**src/rtl/fetch_unit_pkg.sv**
```systemverilog
// Shared fetch-stage definitions: processor-wide default widths, the reset
// fetch address, queue operation encoding and the saturating counter helper
// used by the optional performance counters (FETCH_PERF_CNT_EN).
package fetch_unit_pkg;

    // Processor-wide defaults, kept next to the instruction constants.
    localparam int unsigned PC_WIDTH_DEF    = 16;
    localparam int unsigned INSTR_WIDTH_DEF = 32;
    localparam int unsigned PC_INITIAL_DEF  = 0;
    localparam int unsigned QUEUE_DEPTH_DEF = 4;

    // Width of each performance counter.
    localparam int unsigned PERF_CNT_WIDTH  = 16;

    // What the prefetch queue does in a given cycle, encoded as {push, pop}.
    typedef enum logic [1:0] {
        Q_IDLE = 2'b00,
        Q_POP  = 2'b01,
        Q_PUSH = 2'b10,
        Q_BOTH = 2'b11
    } queueOp_e;

    // Increment that sticks at all-ones instead of wrapping back to zero.
    function automatic logic [PERF_CNT_WIDTH-1:0] satIncr(
        input logic [PERF_CNT_WIDTH-1:0] value
    );
        if (value == {PERF_CNT_WIDTH{1'b1}}) begin
            return value;
        end
        return value + PERF_CNT_WIDTH'(1);
    endfunction

endpackage

```
**src/rtl/fetch_queue.sv**
```systemverilog
// Prefetch FIFO for the fetch stage. The entry at the head is presented
// combinationally. A flush empties the queue and overrides any push in the
// same cycle. Storage is cleared on reset so the head reads as zero until the
// first instruction arrives.
module fetch_queue
    import fetch_unit_pkg::*;
#(
    parameter int unsigned DEPTH = QUEUE_DEPTH_DEF,
    parameter int unsigned WIDTH = INSTR_WIDTH_DEF + PC_WIDTH_DEF,
    localparam int unsigned AW   = $clog2(DEPTH),
    localparam int unsigned CW   = AW + 1
) (
    input  logic             clk_in,
    input  logic             RST,
    input  logic             i_push,
    input  logic             i_pop,
    input  logic             i_flush,
    input  logic [WIDTH-1:0] i_data,
    output logic [WIDTH-1:0] o_head,
    output logic [CW-1:0]    o_count,
    output logic             o_empty
);

    logic [WIDTH-1:0] r_mem [DEPTH];
    logic [AW-1:0]    r_wrPtr;
    logic [AW-1:0]    r_rdPtr;
    logic [CW-1:0]    r_count;

    logic             w_pushEff;
    logic             w_popEff;
    queueOp_e         w_op;

    // Qualify push/pop: flush cancels both, pop needs data, push needs room
    // (a slot freed by a simultaneous pop counts as room).
    always_comb begin
        w_popEff  = i_pop & (r_count != '0) & ~i_flush;
        w_pushEff = i_push & ~i_flush & ((r_count != CW'(DEPTH)) | w_popEff);
        w_op      = queueOp_e'({w_pushEff, w_popEff});
    end

    // Entry storage; written at the tail on every accepted push.
    always_ff @(posedge clk_in or negedge RST) begin
        if (!RST) begin
            for (int i = 0; i < int'(DEPTH); i++) begin
                r_mem[i] <= '0;
            end
        end else if (w_pushEff) begin
            r_mem[r_wrPtr] <= i_data;
        end
    end

    // Pointers and occupancy; pointers wrap naturally since DEPTH is a power of two.
    always_ff @(posedge clk_in or negedge RST) begin
        if (!RST) begin
            r_wrPtr <= '0;
            r_rdPtr <= '0;
            r_count <= '0;
        end else if (i_flush) begin
            r_wrPtr <= '0;
            r_rdPtr <= '0;
            r_count <= '0;
        end else begin
            unique case (w_op)
                Q_PUSH: begin
                    r_wrPtr <= r_wrPtr + AW'(1);
                    r_count <= r_count + CW'(1);
                end
                Q_POP: begin
                    r_rdPtr <= r_rdPtr + AW'(1);
                    r_count <= r_count - CW'(1);
                end
                Q_BOTH: begin
                    r_wrPtr <= r_wrPtr + AW'(1);
                    r_rdPtr <= r_rdPtr + AW'(1);
                end
                default: begin
                    r_count <= r_count;
                end
            endcase
        end
    end

    // Head entry and status straight from the registers.
    always_comb begin
        o_head  = r_mem[r_rdPtr];
        o_count = r_count;
        o_empty = (r_count == '0);
    end

endmodule

```
**src/rtl/fetch_unit.sv**
```systemverilog
// Instruction-fetch stage with a prefetch queue and a valid/ready output.
// Drives the read port of a synchronous program memory (data returns the cycle
// after the strobe), buffers {instr, pc+1} pairs in fetch_queue, and restarts at
// pc_in on a redirect, discarding queued and in-flight instructions.
// Optional: define FETCH_PERF_CNT_EN to add saturating stall_cnt / flush_cnt outputs.
module fetch_unit
    import fetch_unit_pkg::*;
#(
    parameter int unsigned PC_WIDTH    = PC_WIDTH_DEF,
    parameter int unsigned INSTR_WIDTH = INSTR_WIDTH_DEF,
    parameter int unsigned PC_INITIAL  = PC_INITIAL_DEF,
    parameter int unsigned QUEUE_DEPTH = QUEUE_DEPTH_DEF
) (
    input  logic                   clk_in,
    input  logic                   RST,
    input  logic                   pc_chg,
    input  logic [PC_WIDTH-1:0]    pc_in,
    output logic                   mem_rd,
    output logic [PC_WIDTH-1:0]    mem_addr,
    input  logic [INSTR_WIDTH-1:0] mem_data,
    output logic                   out_valid,
    input  logic                   out_ready,
    output logic [INSTR_WIDTH-1:0] instr,
    output logic [PC_WIDTH-1:0]    pc_out
`ifdef FETCH_PERF_CNT_EN
    ,
    output logic [15:0]            stall_cnt,
    output logic [15:0]            flush_cnt
`endif
);

    localparam int unsigned CW = $clog2(QUEUE_DEPTH) + 1;
    localparam int unsigned RW = CW + 1;
    localparam int unsigned EW = INSTR_WIDTH + PC_WIDTH;
    localparam logic [PC_WIDTH-1:0] PC_RESET = PC_WIDTH'(PC_INITIAL);

    logic [PC_WIDTH-1:0] r_fetchPc;
    logic                r_inflight;
    logic [PC_WIDTH-1:0] r_inflightPc;

    logic [CW-1:0]       w_count;
    logic                w_empty;
    logic [EW-1:0]       w_head;
    logic [EW-1:0]       w_pushData;
    logic [RW-1:0]       w_reserved;
    logic                w_valid;
    logic                w_pop;
    logic                w_push;
    logic                w_issue;

    // Handshake and issue decisions. A read is only issued if a queue slot is
    // guaranteed for its data, counting the read already in flight and any
    // entry leaving this cycle. The read strobe is held low while in reset.
    always_comb begin
        w_valid    = ~w_empty & ~pc_chg;
        w_pop      = w_valid & out_ready;
        w_push     = r_inflight & ~pc_chg;
        w_reserved = RW'(w_count) + RW'(r_inflight) - RW'(w_pop);
        w_issue    = RST & ~pc_chg & (w_reserved < RW'(QUEUE_DEPTH));
        w_pushData = {mem_data, r_inflightPc + PC_WIDTH'(1)};
    end

    // Fetch address and in-flight tracking; a redirect drops the pending read.
    always_ff @(posedge clk_in or negedge RST) begin
        if (!RST) begin
            r_fetchPc    <= PC_RESET;
            r_inflight   <= 1'b0;
            r_inflightPc <= PC_RESET;
        end else if (pc_chg) begin
            r_fetchPc    <= pc_in;
            r_inflight   <= 1'b0;
        end else if (w_issue) begin
            r_fetchPc    <= r_fetchPc + PC_WIDTH'(1);
            r_inflight   <= 1'b1;
            r_inflightPc <= r_fetchPc;
        end else begin
            r_inflight   <= 1'b0;
        end
    end

    fetch_queue #(
        .DEPTH (QUEUE_DEPTH),
        .WIDTH (EW)
    ) u_queue (
        .clk_in  (clk_in),
        .RST     (RST),
        .i_push  (w_push),
        .i_pop   (w_pop),
        .i_flush (pc_chg),
        .i_data  (w_pushData),
        .o_head  (w_head),
        .o_count (w_count),
        .o_empty (w_empty)
    );

    // Memory port and decode-facing outputs.
    always_comb begin
        mem_rd    = w_issue;
        mem_addr  = r_fetchPc;
        out_valid = w_valid;
        instr     = w_head[EW-1:PC_WIDTH];
        pc_out    = w_head[PC_WIDTH-1:0];
    end

`ifdef FETCH_PERF_CNT_EN
    logic [PERF_CNT_WIDTH-1:0] r_stallCnt;
    logic [PERF_CNT_WIDTH-1:0] r_flushCnt;

    // Count cycles with nothing offered to decode and cycles spent redirecting.
    always_ff @(posedge clk_in or negedge RST) begin
        if (!RST) begin
            r_stallCnt <= '0;
            r_flushCnt <= '0;
        end else begin
            if (!w_valid) begin
                r_stallCnt <= satIncr(r_stallCnt);
            end
            if (pc_chg) begin
                r_flushCnt <= satIncr(r_flushCnt);
            end
        end
    end

    // Expose the counters.
    always_comb begin
        stall_cnt = r_stallCnt;
        flush_cnt = r_flushCnt;
    end
`endif

endmodule

```
**config.mk**
```make
export PLATFORM = sky130hd
export DESIGN_NAME = fetch_unit
export DESIGN_NICKNAME = d
export VERILOG_FILES = /design/src/rtl/fetch_unit_pkg.sv /design/src/rtl/fetch_queue.sv /design/src/rtl/fetch_unit.sv
export SDC_FILE = /design/constraint.sdc
export NUM_CORES = 1
export LEC_CHECK = 0
export ABC_AREA = 0
export ABC_CLOCK_PERIOD_IN_PS = 4320
export CORE_MARGIN = 3
export CORE_UTILIZATION = 41
export CTS_CLUSTER_SIZE = 8
export DETAILED_ROUTE_END_ITERATION = 10
export SLEW_MARGIN = 5
export SYNTH_ARGS = -nofsm -noshare
export SYNTH_HDL_FRONTEND = slang
export SYNTH_HIERARCHICAL = 1
export SYNTH_SLANG_ARGS = --single-unit
```
**constraint.sdc**
```tcl
create_clock -name clk_in -period 4.32 [get_ports clk_in]
set_input_delay 0.864 -clock clk_in [delete_from_list [all_inputs] [get_ports clk_in]]
set_output_delay 0.864 -clock clk_in [all_outputs]
set_load 0.005 [all_outputs]
```
# Yosys cells after proc, flatten, opt, wreduce, memory -nomap -nowiden
# Index checks and enable logic that the tools add are counted.
# op_classes
bitwise,14
n_reduce_logical,10
n_eq_ne,4
muxes,16
magnitude_cmp,4
addsub,8
# ops
op,count
$bwmux 192,1
$mux 48,3
$bmux 48 s2,1
$demux 48 s2,1
$add 16x1->16 const B,2
$mux 16,2
$and 1x1->1,9
$mux 2,4
$ge 3x3->1 const B,2
$not 2->3,2
$pmux 3 s2,1
$reduce_bool 2->1,3
$reduce_bool 3->1,2
$add 2x1->2 const B,2
$add 3x1->4,1
$eq 2x2->1 const B,2
$lt 4x3->1 const B,1
$reduce_or 2->1,2
$sub 4x1->4,1
$add 3x1->3 const B,1
$logic_not 3->1,1
$lt 3x1->1 const B,1
$mux 3,1
$ne 3x3->1 const B,1
7 further kinds,9
# word_totals
inputBits,52
out_inout_bits,66
ff_bits,232
elab_cells,66

# Longest topological paths before layout
# Gate-level depths: netlist of run 1.
# depth
word_depth,12
depth_mapped,13
mapped_depth_nobuf,11

# Hierarchy
# The synthesis of run 1 kept the hierarchy.
# by_module_without_submodules
module,seq_area_each_um2,n_inst,area_each_um2,cells_each
fetch_queue,4979.8,1,9312.7,525
fetch_unit,825.8,1,1924.3,181

# Worst setup path after synthesis of run 1
# OpenSTA, ideal clock, no wires.
# synth_timing
path_kind,input-to-output
start,input pc_chg
end,output mem_rd
t_arrival_ns,2.721
setup_slack_ns,0.735
required_ns,3.456
cell_stages,11
path_buffers,2
path_cell_list,clkbuf_1 nor2_1 and2_1 ha_1 inv_1 ha_1 and3b_1 nor4_4 nor2_4 nor2_4 buf_6
# synth_via
elab_chain_cells,6
word_cells_on_any_way,7
cone_classes,1 x add/sub; 1 x order compare; 5 x bitwise
# synth_rtl
element,line_no,text
from (decl),fetch_unit.sv:16,"input logic pc_chg,"
$not 1->1 (no source line),-,
$and 1x1->1,fetch_unit.sv:55,w_valid = ~w_empty & ~pc_chg;
net out_valid,fetch_unit.sv:21,"output logic out_valid,"
$and 1x1->1,fetch_unit.sv:56,w_pop = w_valid & out_ready;
net w_pop,fetch_unit.sv:47,logic w_pop;
$sub 4x1->4,fetch_unit.sv:58,w_reserved = RW'(w_count) + RW'(r_inflight) - RW'(w_pop);
$lt 4x3->1,fetch_unit.sv:59,w_issue = RST & ~pc_chg & (w_reserved < RW'(QUEUE_DEPTH));
$and 1x1->1,fetch_unit.sv:59,
to (decl),fetch_unit.sv:18,"output logic mem_rd,"
# The timed path passes the listed nets, and every way through them passes these cells.

# Worst setup path in the final report of run 1
# layout_timing
start,input pc_chg
end,output mem_rd
# layout_via
elab_chain_cells,6
word_cells_on_any_way,7
cone_classes,1 x add/sub; 1 x order compare; 5 x bitwise
# layout_rtl
element,line_no
$not 1->1 (no source line),-
$and 1x1->1,fetch_unit.sv:55
$and 1x1->1,fetch_unit.sv:56
net w_pop,fetch_unit.sv:47
$sub 4x1->4,fetch_unit.sv:58
$lt 4x3->1,fetch_unit.sv:59
$and 1x1->1,fetch_unit.sv:59
# The timed path passes the listed nets, and every way through them passes these cells.

==> results of run 1 <==
area by class of cell:
| type | instances | area (sq um) | share of cell area |
|---|---|---|---|
| flip-flops and latches | 232 | 5810 | 0.428 |
| multi-input cells | 418 | 4960 | 0.365 |
| clock buffers | 38 | 930 | 0.0684 |
| inverters | 10 | 37.5 | 0.00276 |
| repair buffers | 139 | 1430 | 0.105 |
| well taps | 335 | 419 | 0.0309 |
per-layer routing:
metal | track usage | up-vias | share of wire
li1 | - | 2853 | -
met1 | 0.229 | 3408 | 0.44
met2 | 0.292 | 142 | 0.50
met3 | 0.0319 | 32 | 0.045
met4 | 0.0465 | 0 | 0.015
met5 | 0 | - | 0
kinds of logic (layout without fill, tap and decap cells):
| kind of cell | count (synthesis) | in the layout | share of synthesized area |
|---|---|---|---|
| DFF | 232 | 232 | 0.517 |
| adders and majority gates | 10 | 10 | 0.0118 |
| xor gates and xnor gates | 32 | 32 | 0.0249 |
| muxes | 261 | 261 | 0.336 |
| and+or+nand+nor | 74 | 74 | 0.0443 |
| AOI/OAI and AO/OA | 41 | 41 | 0.0241 |
| buffers and inverters | 56 | 187 | 0.0420 |
state kept, by name, indices dropped and copies added, names as in the netlist:
signal	cells
u_queue/r_wrPtr	2
u_queue/r_rdPtr	2
mem_addr	16
r_inflightPc	16
u_queue/r_mem	192
r_inflight	1
u_queue/o_count	3
critical path, delay by kind of cell:
kind / cells / cell delay (ns)
compound gates: 1 / 0.29
simple gates: 5 / 0.74
fa+ha+maj: 2 / 0.41
buf+inv: 3 / 0.92
synth_stat cells, types with 2 or more instances:
cell       instances  area, sq um
dfrtp_1          232         5810
mux2_2           127         1430
mux2_4            80         1200
mux4_2            48         1080
nand2_1           19         71.3
o21ai_0           17         85.1
xnor2_1           17          149
xor2_1            15          131
buf_12            12          240
nand3_1           11         55.1
nor2_1            10         37.5
buf_4              9         67.6
clkbuf_1           9         33.8
ha_1               9          113
inv_1              9         33.8
buf_2              8         40.0
o2111ai_1          8         70.1
and4_1             7         61.3
and3_1             5         31.3
buf_1              5         18.8
mux2_1             5         56.3
a21oi_1            4         20.0
nand4b_4           4         95.1
a31oi_1            3         18.8
buf_6              3         33.8
o211ai_1           3         22.5
or3_1              3         18.8
nand4_1            2         12.5
nor2_4             2         22.5
nor3_1             2         10.0
power groups by stage:
stage	sequential [W]	clock, W	combinational [W]
floorplan	0.00258	0	0.000557
global placement	0.00261	0	0.00105
detailed placement	0.00264	0	0.00108
CTS	0.00261	0.00244	0.00109
global route	0.00264	0.00253	0.00115
finish	0.00261	0.00235	0.00106
how the worst max path moves through the flow:
stage	from	endpoint	slack [ns]	depth (start not counted)
2_1_floorplan	pc_chg	mem_rd	0.73	11
3_3_place_gp	pc_chg	mem_rd	0.26	11
3_5_place_dp	pc_chg	mem_rd	0.21	11
4_1_cts	u_queue/o_count[0]$_DFFE_PN0P_	mem_rd	0.19	11
5_1_grt	u_queue/o_count[0]$_DFFE_PN0P_	mem_rd	0.05	11
6_report	pc_chg	mem_rd	0.22	11
through the flow:
step                      utilization  hold slack (ns)  total power, W  setup slack (ns)
final                           0.513            0.168         0.00602             0.217
after global routing            0.513            0.147         0.00632            0.0451
after detailed placement        0.478            0.488         0.00372             0.213
after global placement          0.478            0.481         0.00367             0.258
after CTS                       0.513            0.141         0.00614             0.186
after floorplan                     -            0.474         0.00313             0.735
==> impl_metrics.toml, run 1 <==
[cells_and_area]
drive_gt1_frac = 0.392
final_cell_mix = "dfrtp_1 (230), mux2_2 (127), clkdlybuf4s50_1 (116)"
final_common_cell = "dfrtp_1"
nFillCells = 2176
stdcell_count = 1172
fin_area_sq_um = 13600
syn_to_final_growth_pct = 20.9
diodes = 0
nNetsFinal = 897

[die]
start_util = 0.424
rows = 59
die_w_um = 172
core_area_sq_um = 26500
die_h_um = 172
top_level_ports = 118
die_area_sq_um = 29400

[power]
p_int_w = 0.00463
p_leak_nw = 6.22
ir_drop_mv = 0.216
pwr-share-clk = 0.390
swShare = 0.232
combPwrFrac = 0.177
p_per_area_nw_per_um2 = 443
switchingPower_w = 0.00140
seqPwrFrac = 0.433

[logic_synthesis]
syn_area_sq_um = 11200
synthCells = 706
synth_flop_cell = "dfrtp_1"
ys_types = 48
yosysWarningCount = 6
synth-async-reset-ratio = 1.00
syn_avg_cell_area_sq_um = 15.9
synth_edf_count = 0
mappedNetlistNets = 768
yosysSeqAreaShare = 0.517
ys_seq_elements = 232

[critical_path]
critical_path_peak_fanout = 4
path_cells = "clkdlybuf4s50_1, nor2_1, and2_1, ha_1, inv_1, ha_1, and3b_1, o2111a_2, nor2_4, nor2_4, clkdlybuf4s50_1"
critPathLaunchType = "primary input"
cp-end-kind = "output port"
required_ns = 3.46
reg2reg_slack_ns = 1.06
r2r_start = "u_queue/o_count[0]$_DFFE_PN0P_"
cp_slowest_stage_delay_ns = 0.45
crit_type = "in -> out"
r2r-end = "u_queue/r_mem[73]$_DFFE_PN0P_"
cp_slowest_cell = "clkdlybuf4s50_1"
cp.arrival_ns = 3.24
r2r_cells = 8

[global_routing]
gr-total-overflow = 0
antenna_found_initial = 0
grt_max_degree = 165
grt_pass1_vias = 7268
grt_use_total = 0.172
grt_pass1_wl_um = 40000

[routing]
first_pass_iters = 4
post_drt_via_cell_ratio = 5.49
avgRoutedWirePerCell_um = 21.0
drcViolationCount = 0
drt_iter0_drc = 284
wl_um = 24600
num_vias = 6435
antenna_left = 0

[sta]
period_needed_ns = 4.10
rsz0062_at_grt = "no"
tightest_slew_ns = 0.876
tns_ns = 0
setup_violations = 0
finalMaxSlewViolations = 0
clock_skew_ns = 0.00830
clock.fmax_ghz = 0.244
finalHoldViolCount = 0
fin_crit_sh = 0.950
relSlewSlack = 0.416

[placement]
dp_hpwl_um = 16100
gp_congestion = 0.802
io_buffers = 117
place_area_sq_um = 12700
dp.cells = 1134

[cts]
cts.htree.levels = 2
cts_tree = "yes"
clock-root-buffer = "clkbuf_16"
cts_post_setup_buffers_inserted = 0
cts_hold_buf = 0
post_cts_resized = 0
clock-sinks = 232
cts_inserted_buffers = 34
clk_pin_slew_ns = 0.05
cts_max_path_buffers = 3
insertion_delay_ns = 0.49

[outcome]
status = "complete, no violations"

[run]
max_cap_viol_count = 0

[worst_hold_path]
hp-class = "in -> async"
Power figures use the tool's default switching activity.
==> run 2, diff against run 1 <==
==> constraint.sdc (replaced) <==
create_clock -name clk_in -period 4.32 [get_ports clk_in]
set_input_delay 0.864 -clock clk_in [delete_from_list [all_inputs] [get_ports clk_in]]
set_output_delay 0.864 -clock clk_in [all_outputs]
set_load 0.1 [all_outputs]
==> run 2 against run 1 <==
Compared with the run above:
- combinational power increased by 110%
- clock-buffer cell count decreased by 1
- register-to-register slack got worse by 0.06 ns
- cell count up 0.26%
- wire length increased by 1.3%
- setup slack improved by 0.18 ns
- critical path depth is the same
- non-clock buffer count grew 3
- sequential share of layout area up 0.43 points
- clock skew grew 0.0039 ns
- sequential power about the same
- maximum frequency increased by 4.7%
==> impl_metrics.toml, run 2 (same netlist as run 1, synthesis figures left out) <==
[cts]
cts_tree = "yes"
cts_max_path_buffers = 3
cts_inserted_buffers = 34
cts.htree.levels = 2
cts_post_setup_buffers_inserted = 0
clk_pin_slew_ns = 0.05
cts_hold_buf = 0
clock-sinks = 232
clock-root-buffer = "clkbuf_16"
post_cts_resized = 0
insertion_delay_ns = 0.49

[critical_path]
path_common_cell = "nor2_4"
cp_slowest_cell = "clkdlybuf4s50_1"
critical_path_peak_fanout = 13
r2r_cells = 8
cp_slowest_stage_delay_ns = 0.55
crit_type = "in -> out"
endpoint = "mem_rd"
critPathLaunchType = "primary input"
cp.arrival_ns = 3.06
r2r-end = "u_queue/r_mem[126]$_DFFE_PN0P_"
required_ns = 3.46
crit_start = "pc_chg"
r2r_start = "u_queue/o_count[1]$_DFFE_PN0P_"
cp-end-kind = "output port"
reg2reg_slack_ns = 1.00
cpLargestDelayFamily = "buffers and inverters"
path_cells = "clkdlybuf4s50_1, nor2_4, and2_1, ha_1, inv_1, ha_1, and3b_1, o2111a_2, nor2_4, nor2_4, buf_12"
cp_num_cells = 11
path_buf_inv = 3

[cells_and_area]
fin_area_sq_um = 13500
drive_gt1_frac = 0.449
largest_reg_flops = 192
final_common_cell = "dfrtp_1"
nNetsFinal = 900
top_register = "u_queue/r_mem"
fin_util = 0.508
diodes = 0
final_cell_mix = "dfrtp_1 (230), mux2_2 (127), mux2_4 (80)"
syn_to_final_growth_pct = 19.7

[outcome]
status = "complete, no violations"

[routing]
wl_um = 24900
first_pass_iters = 6
drcViolationCount = 0
post_drt_via_cell_ratio = 5.48
antenna_left = 0
drt_iter0_drc = 284
num_vias = 6440
avgRoutedWirePerCell_um = 21.2

[die]
rows = 59
die_area_sq_um = 29400
top_level_ports = 118
core_area_sq_um = 26500
start_util = 0.424
die_h_um = 172
die_w_um = 172

[power]
seqPwrFrac = 0.368
p_int_w = 0.00451
p_per_area_nw_per_um2 = 527
p_leak_nw = 6.27
ir_drop_mv = 0.397
switchingPower_w = 0.00257
swShare = 0.363
power.total_w = 0.00709
pwr-share-clk = 0.325
combPwrFrac = 0.307

[sta]
fin_hold_ws_ns = 0.239
finalHoldViolCount = 0
period_needed_ns = 3.92
fin_crit_sh = 0.908
tightest_slew_ns = 1.06
setup_violations = 0
relSlewSlack = 0.296
rsz0062_at_grt = "no"
finalMaxSlewViolations = 0
tns_ns = 0
clock.fmax_ghz = 0.255
clock_skew_ns = 0.0122

[worst_hold_path]
hp-class = "in -> async"

[global_routing]
grt_pass1_vias = 7141
grt_use_total = 0.173
antenna_found_initial = 1
grt_max_degree = 126
gr-total-overflow = 0
grt_pass1_wl_um = 40100

[placement]
io_buffers = 117
dp_hpwl_um = 16300
gp_congestion = 0.785
place_area_sq_um = 12600

[run]
max_cap_viol_count = 0
## run 2: changes by cell type in the layout (fill, tap and decap cells not counted), sizes merged
| cell | change |
|---|---|
| clkbuf | -1 |
| buf | +49 |
| inv | +1 |
| clkdlybuf4s50 | -46 |
## run 2: power groups by stage
stage / logic [W] / registers, W / clock network (W)
6_report: 0.00218 / 0.00261 / 0.00230
5_1_grt: 0.00227 / 0.00264 / 0.00247
4_1_cts: 0.00220 / 0.00261 / 0.00237
3_5_place_dp: 0.00219 / 0.00264 / 0
3_3_place_gp: 0.00216 / 0.00262 / 0
2_1_floorplan: 0.00161 / 0.00269 / 0
## run 2: cell type report
type                       instances  area [sq um]
fill                            2209         13100
sequential                       232          5810
multi-input combinational        418          4970
timing repair buffer             142          1320
clock buffer                      37           883
tap                              335           419
inverter                          10          37.5
clock inverter                     1          8.76
## run 2: routing by layer
layer	track usage	routed length (um)
met1	0.239	11300
met5	0	13
met3	0.0361	1190
met2	0.280	11900
met4	0.0465	469
## run 2: worst register-to-register path, stage by stage (launching register included)
cell and delay, ns:
dfrtp_1 0.52, nor3_1 0.37, nor2_4 0.07, and2_1 0.17, buf_4 0.17, or4b_1 0.70
nand4b_4 0.56, buf_4 0.32, mux2_4 0.32
## run 2: metrics by stage
step           cells  worst slack [ns]
2_1_floorplan    706             0.186
3_3_place_gp    1137             0.409
3_5_place_dp    1137             0.394
4_1_cts         1175             0.380
5_1_grt         1175             0.217
6_report        1175             0.400
## run 2: how the worst min path moves through the flow
stage,from,endpoint,slack (ns),cells past startpoint
after floorplan,u_queue/r_mem[55]$_DFFE_PN0P_,u_queue/r_mem[55]$_DFFE_PN0P_,0.47,1
after global placement,u_queue/r_mem[69]$_DFFE_PN0P_,u_queue/r_mem[69]$_DFFE_PN0P_,0.48,1
after detailed placement,u_queue/r_mem[85]$_DFFE_PN0P_,u_queue/r_mem[85]$_DFFE_PN0P_,0.49,1
after CTS,RST,r_inflightPc[13]$_DFFE_PN0P_,0.22,1
after global routing,RST,r_inflightPc[15]$_DFFE_PN0P_,0.23,1
final,RST,r_inflightPc[13]$_DFFE_PN0P_,0.24,1
